$ cat src/rtl/btn_conditioner_pkg.sv
// Shared button constants: default debounce length, button indices and the
// one-hot press codes the downstream control FSM decodes.
package btn_conditioner_pkg;

  localparam int DEFAULT_DEBOUNCE_CYCLES = 200000;

  localparam int BTN_0 = 0;
  localparam int BTN_1 = 1;
  localparam int BTN_2 = 2;
  localparam int BTN_3 = 3;

  localparam logic [3:0] PRESS_BTN_0 = 4'b0001;
  localparam logic [3:0] PRESS_BTN_1 = 4'b0010;
  localparam logic [3:0] PRESS_BTN_2 = 4'b0100;
  localparam logic [3:0] PRESS_BTN_3 = 4'b1000;

  function automatic int idx_width(input int n);
    return (n > 1) ? $clog2(n) : 1;
  endfunction

endpackage

$ cat src/rtl/btn_debounce_ch.sv
// One button channel: two-FF synchroniser, persistence counter, debounced level
// and registered one-cycle press/release pulses.
module btn_debounce_ch #(
  parameter int DEBOUNCE_CYCLES = 8,
  parameter int CNT_W           = 4
) (
  input  logic clk,
  input  logic rst_n,
  input  logic raw_n,
  output logic level,
  output logic press,
  output logic rel
);

  logic [1:0]       sync_n;
  logic             s;
  logic [CNT_W-1:0] cnt;

  assign s = ~sync_n[1];

  // Any return of s to the accepted level restarts the count, so bounces
  // shorter than DEBOUNCE_CYCLES never reach the outputs.
  always_ff @(posedge clk or negedge rst_n) begin
    if (!rst_n) begin
      sync_n <= 2'b11;
      level  <= 1'b0;
      press  <= 1'b0;
      rel    <= 1'b0;
      cnt    <= '0;
    end else begin
      sync_n <= {sync_n[0], raw_n};
      press  <= 1'b0;
      rel    <= 1'b0;
      if (s == level) begin
        cnt <= '0;
      end else if (cnt == CNT_W'(DEBOUNCE_CYCLES - 1)) begin
        level <= s;
        cnt   <= '0;
        press <= s;
        rel   <= ~s;
      end else begin
        cnt <= cnt + CNT_W'(1);
      end
    end
  end

endmodule

$ cat src/rtl/btn_conditioner.sv
// Debounced push-button front end: per-channel conditioning plus a
// lowest-index press encoder and a multiple-buttons-held flag.
module btn_conditioner
  import btn_conditioner_pkg::*;
#(
  parameter  int N_BTN           = 4,
  parameter  int DEBOUNCE_CYCLES = DEFAULT_DEBOUNCE_CYCLES,
  localparam int CNT_W           = $clog2(DEBOUNCE_CYCLES + 1),
  localparam int IDX_W           = idx_width(N_BTN)
) (
  input  logic             clk,
  input  logic             rst_n,
  input  logic [N_BTN-1:0] button_n,
  output logic [N_BTN-1:0] btn_level,
  output logic [N_BTN-1:0] btn_press,
  output logic [N_BTN-1:0] btn_release,
  output logic             press_valid,
  output logic [IDX_W-1:0] press_idx,
  output logic             multi_held
);

  for (genvar i = 0; i < N_BTN; i++) begin : g_ch
    btn_debounce_ch #(
      .DEBOUNCE_CYCLES(DEBOUNCE_CYCLES),
      .CNT_W          (CNT_W)
    ) u_ch (
      .clk  (clk),
      .rst_n(rst_n),
      .raw_n(button_n[i]),
      .level(btn_level[i]),
      .press(btn_press[i]),
      .rel  (btn_release[i])
    );
  end

  assign press_valid = |btn_press;

  // Descending scan so the lowest set index wins.
  always_comb begin
    press_idx = '0;
    for (int i = N_BTN - 1; i >= 0; i--) begin
      if (btn_press[i]) press_idx = IDX_W'(i);
    end
  end

  // Clearing the lowest set bit leaves something only if two or more are set.
  assign multi_held = |(btn_level & (btn_level - N_BTN'(1)));

endmodule
$ cat config.mk
export PLATFORM = sky130hd
export DESIGN_NAME = btn_conditioner
export DESIGN_NICKNAME = d
export VERILOG_FILES = /design/src/rtl/btn_conditioner_pkg.sv /design/src/rtl/btn_debounce_ch.sv /design/src/rtl/btn_conditioner.sv
export SDC_FILE = /design/constraint.sdc
export NUM_CORES = 1
export LEC_CHECK = 0
export CAP_MARGIN = 40
export CORE_MARGIN = 4
export CORE_UTILIZATION = 54
export CTS_BUF_LIST = sky130_fd_sc_hd__clkbuf_16
export DETAILED_ROUTE_END_ITERATION = 7
export PLACE_DENSITY = 0.76
export SLEW_MARGIN = 25
export SYNTH_ARGS = -nofsm -noshare
export SYNTH_HDL_FRONTEND = slang
export SYNTH_SLANG_ARGS = --single-unit
export TNS_END_PERCENT = 1
$ cat constraint.sdc
create_clock -name clk -period 2 [get_ports clk]
set_input_delay 0.5 -clock clk [delete_from_list [all_inputs] [get_ports clk]]
set_output_delay 0.5 -clock clk [all_outputs]
set_load 0.02 [all_outputs]
# Word level (Yosys, flattened, before mapping)
# Index checks and enable logic that the tools add are counted.
dict set report totals {
  ff_bits 92
  input_bits 6
  out_inout_bits 16
  word_cells 76
}
dict set report classes {
  add_sub_neg 5
  eq_ne 8
  muxes 28
  n_bitwise 9
  reduce_logical 6
}
# op count
set op_table {}
lappend op_table {{18-bit 2-to-1 mux} 8}
lappend op_table {{18-bit by 1-bit adder with 18-bit output, second input constant} 4}
lappend op_table {{18-bit == test, second input constant} 4}
lappend op_table {{1-bit 2-to-1 mux} 16}
lappend op_table {{2-bit 2-to-1 mux} 4}
lappend op_table {{1-bit NOT} 8}
lappend op_table {{2-bit AND reduction} 4}
lappend op_table {{4-bit OR reduction} 2}
lappend op_table {{4-bit bitwise AND} 1}
lappend op_table {{1-bit == test} 4}
lappend op_table {{4-bit by 1-bit subtractor with 4-bit output, second input constant} 1}

# Depth between registers and ports, before layout
# Gate-level depths: netlist of the first run.
dict set report logic_depth {
  depth_word 4
  depth_mapped 6
  mapped_depth_nobuf 5
}

# Cells and area by module
# Synthesis of the first run repeated with hierarchy kept, for this count alone.
dict set report unflattened {
  cells_unflattened 422
  area_unflattened_um2 4279.1
}
# mod n_inst cells_each area_per_inst_um2 seq_area_each_um2
set modules_own_cells {}
lappend modules_own_cells {btn_debounce_ch 4 103 1057.3 578.1}
lappend modules_own_cells {btn_conditioner 1 10 50.0 0.0}

# Worst setup path before layout of the first run
# No wires, ideal clock.
dict set report synth_timing {
  path_kind {flip-flop to flip-flop}
  from {register g_ch[1].u_ch.cnt[12]}
  to {register g_ch[1].u_ch.cnt[13]}
  setup_time_ps 119
  t_arrival_ps 1865
  t_required_ps 1881
  slack_ps 17
  path_stages_with_launch 6
  n_path_buf 1
  period_less_slack_ps 1983
  cell_sequence {dfrtp_1 -> or4b_1 -> or4b_4 -> o21ai_4 -> buf_6 -> nor2_1}
}
dict set report synth_between {
  elab_chain_len 3
  word_cells_on_any_way 4
  classes_between {add/sub (1); eq/ne (1); mux (2)}
}
# item line
set synth_lines {}
lappend synth_lines {{start: declaration} btn_debounce_ch.sv:17} ;# logic [CNT_W-1:0] cnt;
lappend synth_lines {{start signal: assignment} btn_debounce_ch.sv:42} ;# cnt <= cnt + CNT_W'(1);
lappend synth_lines {{18-bit by 1-bit adder with 18-bit output or 18-bit == test (tied branches)} {btn_debounce_ch.sv:42, btn_debounce_ch.sv:36}}
lappend synth_lines {{18-bit 2-to-1 mux *} btn_debounce_ch.sv:36} ;# end else if (cnt == CNT_W'(DEBOUNCE_CYCLES - 1)) begin
lappend synth_lines {{18-bit 2-to-1 mux *} btn_debounce_ch.sv:34} ;# if (s == level) begin
# Every way passes the cells marked *; elsewhere a longest branch is shown, timed or not.
# A chain may end at the register's enable or synchronous reset.

# Worst setup path in the final report of the first run
dict set report layout_timing {
  from {register g_ch[1].u_ch.cnt[16]}
  to {register g_ch[1].u_ch.cnt[9]}
}
dict set report layout_between {
  elab_chain_len 3
}
# item line
set layout_lines {}
lappend layout_lines {{18-bit == test} btn_debounce_ch.sv:36}
lappend layout_lines {{18-bit 2-to-1 mux} btn_debounce_ch.sv:36}
lappend layout_lines {{18-bit 2-to-1 mux} btn_debounce_ch.sv:34}
# No other way between the ends.

==> impl_metrics.tcl, run 1 <==
set metrics [dict create \
    p_per_area_nw_per_um2 698 \
    start_kind "flop" \
    syn_area_per_cell_sq_um 9.93 \
    cts_sinks 92 \
    synth_edf_count 0 \
    rows 32 \
    finalMaxSlewViolations 0 \
    p_sw_uw 844 \
    port_buffers 21 \
    start_util 0.566 \
    clock-root-buffer "clkbuf_16" \
    nFillCells 603 \
    sw_frac_of_total 0.232 \
    worstHoldPathType "in -> async" \
    slowest_delay_ns 0.57 \
    synth_area_leaders "dfrtp_1, xnor2_1, nor2_1" \
    synth_cells 447 \
    numCtsBuffers 9 \
    core_sq_um 7850 \
    worst_slew_pin_slew_ns 0.533 \
    cts_tree "built" \
    fin_setup_tns_ns -0.00205 \
    crit_path_end_kind "flop" \
    synth_common_cells "dfrtp_1, nor2_1, xnor2_1" \
    p_leak_uw 0.00216 \
    synth-seq-cells 92 \
    finClkSkew_ns 0.00895 \
    yosys_warnings 0 \
    drt-pass1-iter-count 4 \
    via_count 3411 \
    fin_crit_ns 2.00 \
    overflow 0 \
    grt_first_pass_wirelength_mm 15.5 \
    synth_top_area_frac 0.473 \
    path_max_fanout 11 \
    clk_latency_ns 0.34 \
    grt_util_all_layers 0.196 \
    setup_slack_ns -0.00126 \
    grt_max_degree 36 \
    yosys.cell_types.count 40 \
    die_height_um 98.7 \
    wl_mm 9.05 \
    cts.clk_slew.worst_paths_ns 0.07 \
    slowest_stage "or4b_4" \
    synthesis.area_sq_um 4440 \
    syn_nets 457 \
    fmax_mhz 500 \
    failed_checks "negative setup slack" \
    die_area_sq_um 9740 \
    crit_required_ns 2.23 \
    min_period_over_period 1.00 \
    synth.largest_area_cell "dfrtp_1" \
    hpwlAfterDp_mm 6.33 \
    layout-drive-gt1-share 0.143 \
    power_frac_clock 0.435 \
    whs_ns 0.0762 \
    gp_congestion 0.850 \
    ir_drop_mv 0.378 \
    rsz0062_at_grt "true" \
    maxCapViolCount 0 \
    stdcell_count 600 \
    antenna_found_initial 0 \
    htreeDepth 3 \
    combinationalPowerShare 0.037 \
    postCtsSetupBuffers 0 \
    critical_path_arrival_ns 2.23 \
    ant_nets 0 \
    crit_chain "or4bb_1 -> or4b_4 -> o21ai_4 -> buf_6 -> nor2_1" \
    hold_viol 0 \
    final_nets 503 \
    antennaDiodeCount 0 \
    dieWidth_um 98.7 \
    viasPerCell 5.69 \
    io_pins 22 \
    dp.cells 584 \
    async_reset_ff_frac 1.00 \
    setup_viol 3 \
    slew_headroom 0.641 \
    syn2layout_area_growth_pct 17.4 \
    ys.flop_type "dfrtp_1" \
    wl_per_cell_um 15.1 \
    seq_area_frac_synth 0.521 \
    final_util 0.665 \
    outcome "finished, violations left" \
    grt_pass1_vias 3292 \
    intPower_uw 2790 \
    drc_errors 0 \
    criticalPathCategory "reg -> reg" \
    drtIter0Drc 155 \
    cts_buffer_depth 2 \
    seqPwrFrac 0.528 \
]
[cells by family after synthesis]
kind of cell,share of synthesized area
adder cells (fa/ha/maj),0.0135
XOR/XNOR,0.120
flip-flops,0.521
buffers and inverters,0.0375
multiplexers,0.00479
AO/OA/AOI/OAI,0.0332
AND/OR/NAND/NOR,0.270
[through the flow]
| step | instance area, sq um | worst slack [ns] | power [uW] |
|---|---|---|---|
| floorplan | 4440 | 0.0166 | 2010 |
| global placement | 4920 | 0.0509 | 2090 |
| detailed placement | 4920 | -0.0268 | 2090 |
| CTS | 5200 | 0.0000149 | 3670 |
| global route | 5220 | -0.0403 | 3760 |
| finish | 5220 | -0.00126 | 3640 |
[layout by cell type, fill, tap and decap left out, types with 6 or more instances in the layout]
master | synthesis | routed
xnor2_1 | 52 | 52
nand3_1 | 22 | 22
nand2_1 | 26 | 26
nor2_1 | 84 | 83
xor2_1 | 9 | 9
inv_1 | 10 | 10
clkbuf_16 | 0 | 9
nor4_1 | 22 | 22
o21ai_0 | 15 | 15
dfstp_2 | 8 | 8
a21oi_1 | 6 | 6
clkdlybuf4s50_1 | 0 | 12
or3_1 | 6 | 6
buf_4 | 12 | 29
and3_1 | 7 | 7
nor3_1 | 23 | 23
nand4_1 | 19 | 19
dfrtp_1 | 84 | 83
[worst max-delay path, delay by kind of cell (launching register included)]
kind	cells	cell delay (ns)
AND/OR/NAND/NOR	3	1.17
AO/OA/AOI/OAI	1	0.16
flip-flops	1	0.40
buffers and inverters	1	0.16
[path summary, 6_finish.rpt]
path / startpoint / endpoint / slack, ns / cells past startpoint
worst max-delay path: g_ch[1].u_ch.cnt[16] / g_ch[1].u_ch.cnt[9] / -0.001 / 5
worst min-delay path: rst_n / g_ch[3].u_ch.cnt[9] / 0.08 / 1
worst max register to register: g_ch[1].u_ch.cnt[16] / g_ch[1].u_ch.cnt[9] / -0.001 / 5
worst min register to register: g_ch[3].u_ch.sync_n[0] / g_ch[3].u_ch.sync_n[1] / 0.36 / 0
max in group asynchronous: rst_n / g_ch[1].u_ch.sync_n[1] / 1.36 / 2
min in group clk: g_ch[3].u_ch.sync_n[0] / g_ch[3].u_ch.sync_n[1] / 0.36 / 0
[registers in the layout (all words and copies together), names as in the netlist]
signal and count:
g_ch.u_ch.level 4, g_ch.u_ch.cnt 72, g_ch.u_ch.rel 4, g_ch.u_ch.sync_n 8
g_ch.u_ch.press 4
[repair_timing]
| action | 4_1_cts | 5_1_grt |
|---|---|---|
| pin swaps | 0 | 1 |
| hold buffers | 0 | 0 |
| setup endpoints to repair | 15 | 22 |
| resized for setup | 10 | 5 |
[layer usage]
layer,global-route usage,routed length [um],up-vias
met1,0.266,4110,1673
met3,0.0375,402,12
li1,-,-,1639
met2,0.317,4420,87
met5,0,0,-
met4,0.0725,125,0
[power groups by stage]
stage | clock network, uW | registers [uW] | logic [uW]
final | 1580 | 1920 | 134
after global routing | 1680 | 1920 | 154
after CTS | 1610 | 1920 | 138
after detailed placement | 0 | 1960 | 136
after global placement | 0 | 1950 | 132
after floorplan | 0 | 1950 | 58.9
[area by class of cell]
type	count	area, sq um	share of cell area
Clock buffer	9	225	0.0432
Inverter	10	37.5	0.00720
Clock inverter	7	48.8	0.00936
Sequential cell	92	2310	0.444
Multi-Input combinational cell	327	1970	0.377
Timing Repair Buffer	53	494	0.0948
Tap cell	102	128	0.0245
(Power assumes the default switching activity.)
==> run 2: changes to the inputs <==
- CTS_CLUSTER_DIAMETER: unset -> 40
==> results of run 2 <==
The final DEF is identical to that of run 1; final timing and power are the same.
==> run 3: changes to the inputs <==
- MAX_ROUTING_LAYER: unset -> met4
==> run 3 against run 2 <==
The run now ends clean. Routed wire length up 0.20%. Die area stayed put. Total power about the same. Combinational power hardly changed. Global-route usage up 0.58 points. Sequential power hardly changed. Via count hardly changed. Flip-flop and latch count did not move. Critical path depth did not move. Count of clock-buffer cells in the layout is the same. Fmax up 0.18%. Critical endpoint is now g_ch[1].u_ch.cnt[5].
==> impl_metrics.tcl, run 3 (synthesized netlist as in run 1, its figures left out) <==
set metrics [dict create \
    cts_hold_buf 0 \
    mostFrequentLayoutCells "nor2_1, dfrtp_1, xnor2_1, buf_4, nand2_1" \
    via_count 3408 \
    whs_ns 0.0762 \
    path_delay_family "simple AND/OR/NAND/NOR gates" \
    wl_mm 9.07 \
    finalMaxSlewViolations 0 \
    io_pins 22 \
    setup_slack_ns 0.00228 \
    rows 32 \
    die_area_sq_um 9740 \
    min_period_over_period 0.999 \
    cts_buffer_depth 2 \
    start_util 0.566 \
    slowest_stage "or4b_4" \
    die_height_um 98.7 \
    setup_viol 0 \
    p_sw_uw 842 \
    wl_per_cell_um 15.1 \
    largest_reg_flops 72 \
    ant_nets 0 \
    combinationalPowerShare 0.037 \
    seqPwrFrac 0.528 \
    viasPerCell 5.68 \
    cts.clk_slew.worst_paths_ns 0.07 \
    numCtsBuffers 9 \
    worst_slew_pin_slew_ns 0.545 \
    maxCapViolCount 0 \
    port_buffers 21 \
    fmax_mhz 501 \
    grt_max_degree 36 \
    p_per_area_nw_per_um2 697 \
    clock-root-buffer "clkbuf_16" \
    gp_congestion 0.863 \
    ir_drop_mv 0.377 \
    fin_crit_ns 2.00 \
    antennaDiodeCount 0 \
    hpwlAfterDp_mm 6.33 \
    syn2layout_area_growth_pct 17.4 \
    antenna_found_initial 0 \
    crit_required_ns 2.23 \
    hold_viol 0 \
    cts_sinks 92 \
    worstHoldPathType "in -> async" \
    layout-drive-gt1-share 0.143 \
    final_util 0.665 \
    critical_path_arrival_ns 2.23 \
    crit_path_end_kind "flop" \
    cts_tree "built" \
    placed_area_sq_um 4920 \
    postCtsSetupBuffers 0 \
    grt_pass1_vias 3285 \
    slew_headroom 0.633 \
    htreeDepth 3 \
    final_nets 503 \
    finClkSkew_ns 0.00794 \
    start_kind "flop" \
    p_leak_uw 0.00216 \
    slowest_delay_ns 0.57 \
    stdcell_area_sq_um 5220 \
    cp_num_buf_inv 1 \
    nFillCells 603 \
    pre_cts_slack_ns -0.0268 \
    overflow 0 \
    dieWidth_um 98.7 \
    total_power_uw 3640 \
    sw_frac_of_total 0.232 \
    crit_chain "or4bb_1 -> or4b_4 -> o21ai_4 -> buf_4 -> nor2_1" \
    grt_util_all_layers 0.202 \
    rsz0062_at_grt "true" \
    regMostFlops "g_ch.u_ch.cnt" \
    criticalPathCategory "reg -> reg" \
    intPower_uw 2790 \
    reg_top3 "g_ch.u_ch.cnt x72, g_ch.u_ch.sync_n x8" \
    clk_latency_ns 0.34 \
    path_max_fanout 6 \
    power_frac_clock 0.435 \
    core_sq_um 7850 \
    grt_first_pass_wirelength_mm 15.5 \
    drtIter0Drc 163 \
    outcome "finished, final reports clean" \
    drt-pass1-iter-count 5 \
    drc_errors 0 \
]
==> run 3: cell counts in the layout (fill, tap and decap cells not counted) <==
No cell type changed its count.
==> run 3: final timing paths <==
check / cells past startpoint / start / slack, ns / end
max in group asynchronous: 2 / rst_n / 1.36 / g_ch[1].u_ch.sync_n[1]
min in group clk: 0 / g_ch[3].u_ch.sync_n[0] / 0.35 / g_ch[3].u_ch.sync_n[1]
worst min-delay path: 1 / rst_n / 0.08 / g_ch[3].u_ch.cnt[9]
worst min register to register: 0 / g_ch[3].u_ch.sync_n[0] / 0.35 / g_ch[3].u_ch.sync_n[1]
worst max-delay path: 5 / g_ch[1].u_ch.cnt[16] / 0.002 / g_ch[1].u_ch.cnt[5]
worst max register to register: 5 / g_ch[1].u_ch.cnt[16] / 0.002 / g_ch[1].u_ch.cnt[5]
==> run 3: power by group through the flow <==
stage	clock network (uW)	registers [uW]	logic, uW
floorplan	0	1950	58.9
global placement	0	1950	132
detailed placement	0	1960	136
CTS	1610	1920	138
global route	1690	1920	154
finish	1580	1920	134
==> run 3: area by class of cell <==
| type | count | area, sq um | area share |
|---|---|---|---|
| sequential | 92 | 2310 | 0.444 |
| multi-input combinational | 327 | 1970 | 0.377 |
| timing repair buffer | 53 | 494 | 0.0948 |
| clock buffer | 9 | 225 | 0.0432 |
| tap | 102 | 128 | 0.0245 |
| clock inverter | 7 | 48.8 | 0.00936 |
| inverter | 10 | 37.5 | 0.00720 |
==> run 3: metrics by stage <==
stage	setup TNS, ns	instances
global route	-0.514	600
global placement	0	584
detailed placement	-0.231	584
CTS	0	600
floorplan	0	447
finish	0	600
==> run 3: metal layers <==
layer | global-route usage | vias up | routed length (um)
met5 | - | - | 0
met2 | 0.318 | 86 | 4430
met1 | 0.265 | 1673 | 4140
li1 | - | 1635 | -
met3 | 0.0410 | 14 | 371
met4 | 0.0662 | 0 | 132
==> run 3: worst register-to-register path, stage by stage, from the launching register on <==
cell and delay [ns]:
dfrtp_1 0.40, or4bb_1 0.54, or4b_4 0.57, o21ai_4 0.16, buf_4 0.17, nor2_1 0.05
==> run 3: what timing repair did <==
item | in CTS | in global routing
resized for setup | 10 | 5
pin swaps | 0 | 1
endpoints found under the setup margin | 15 | 23
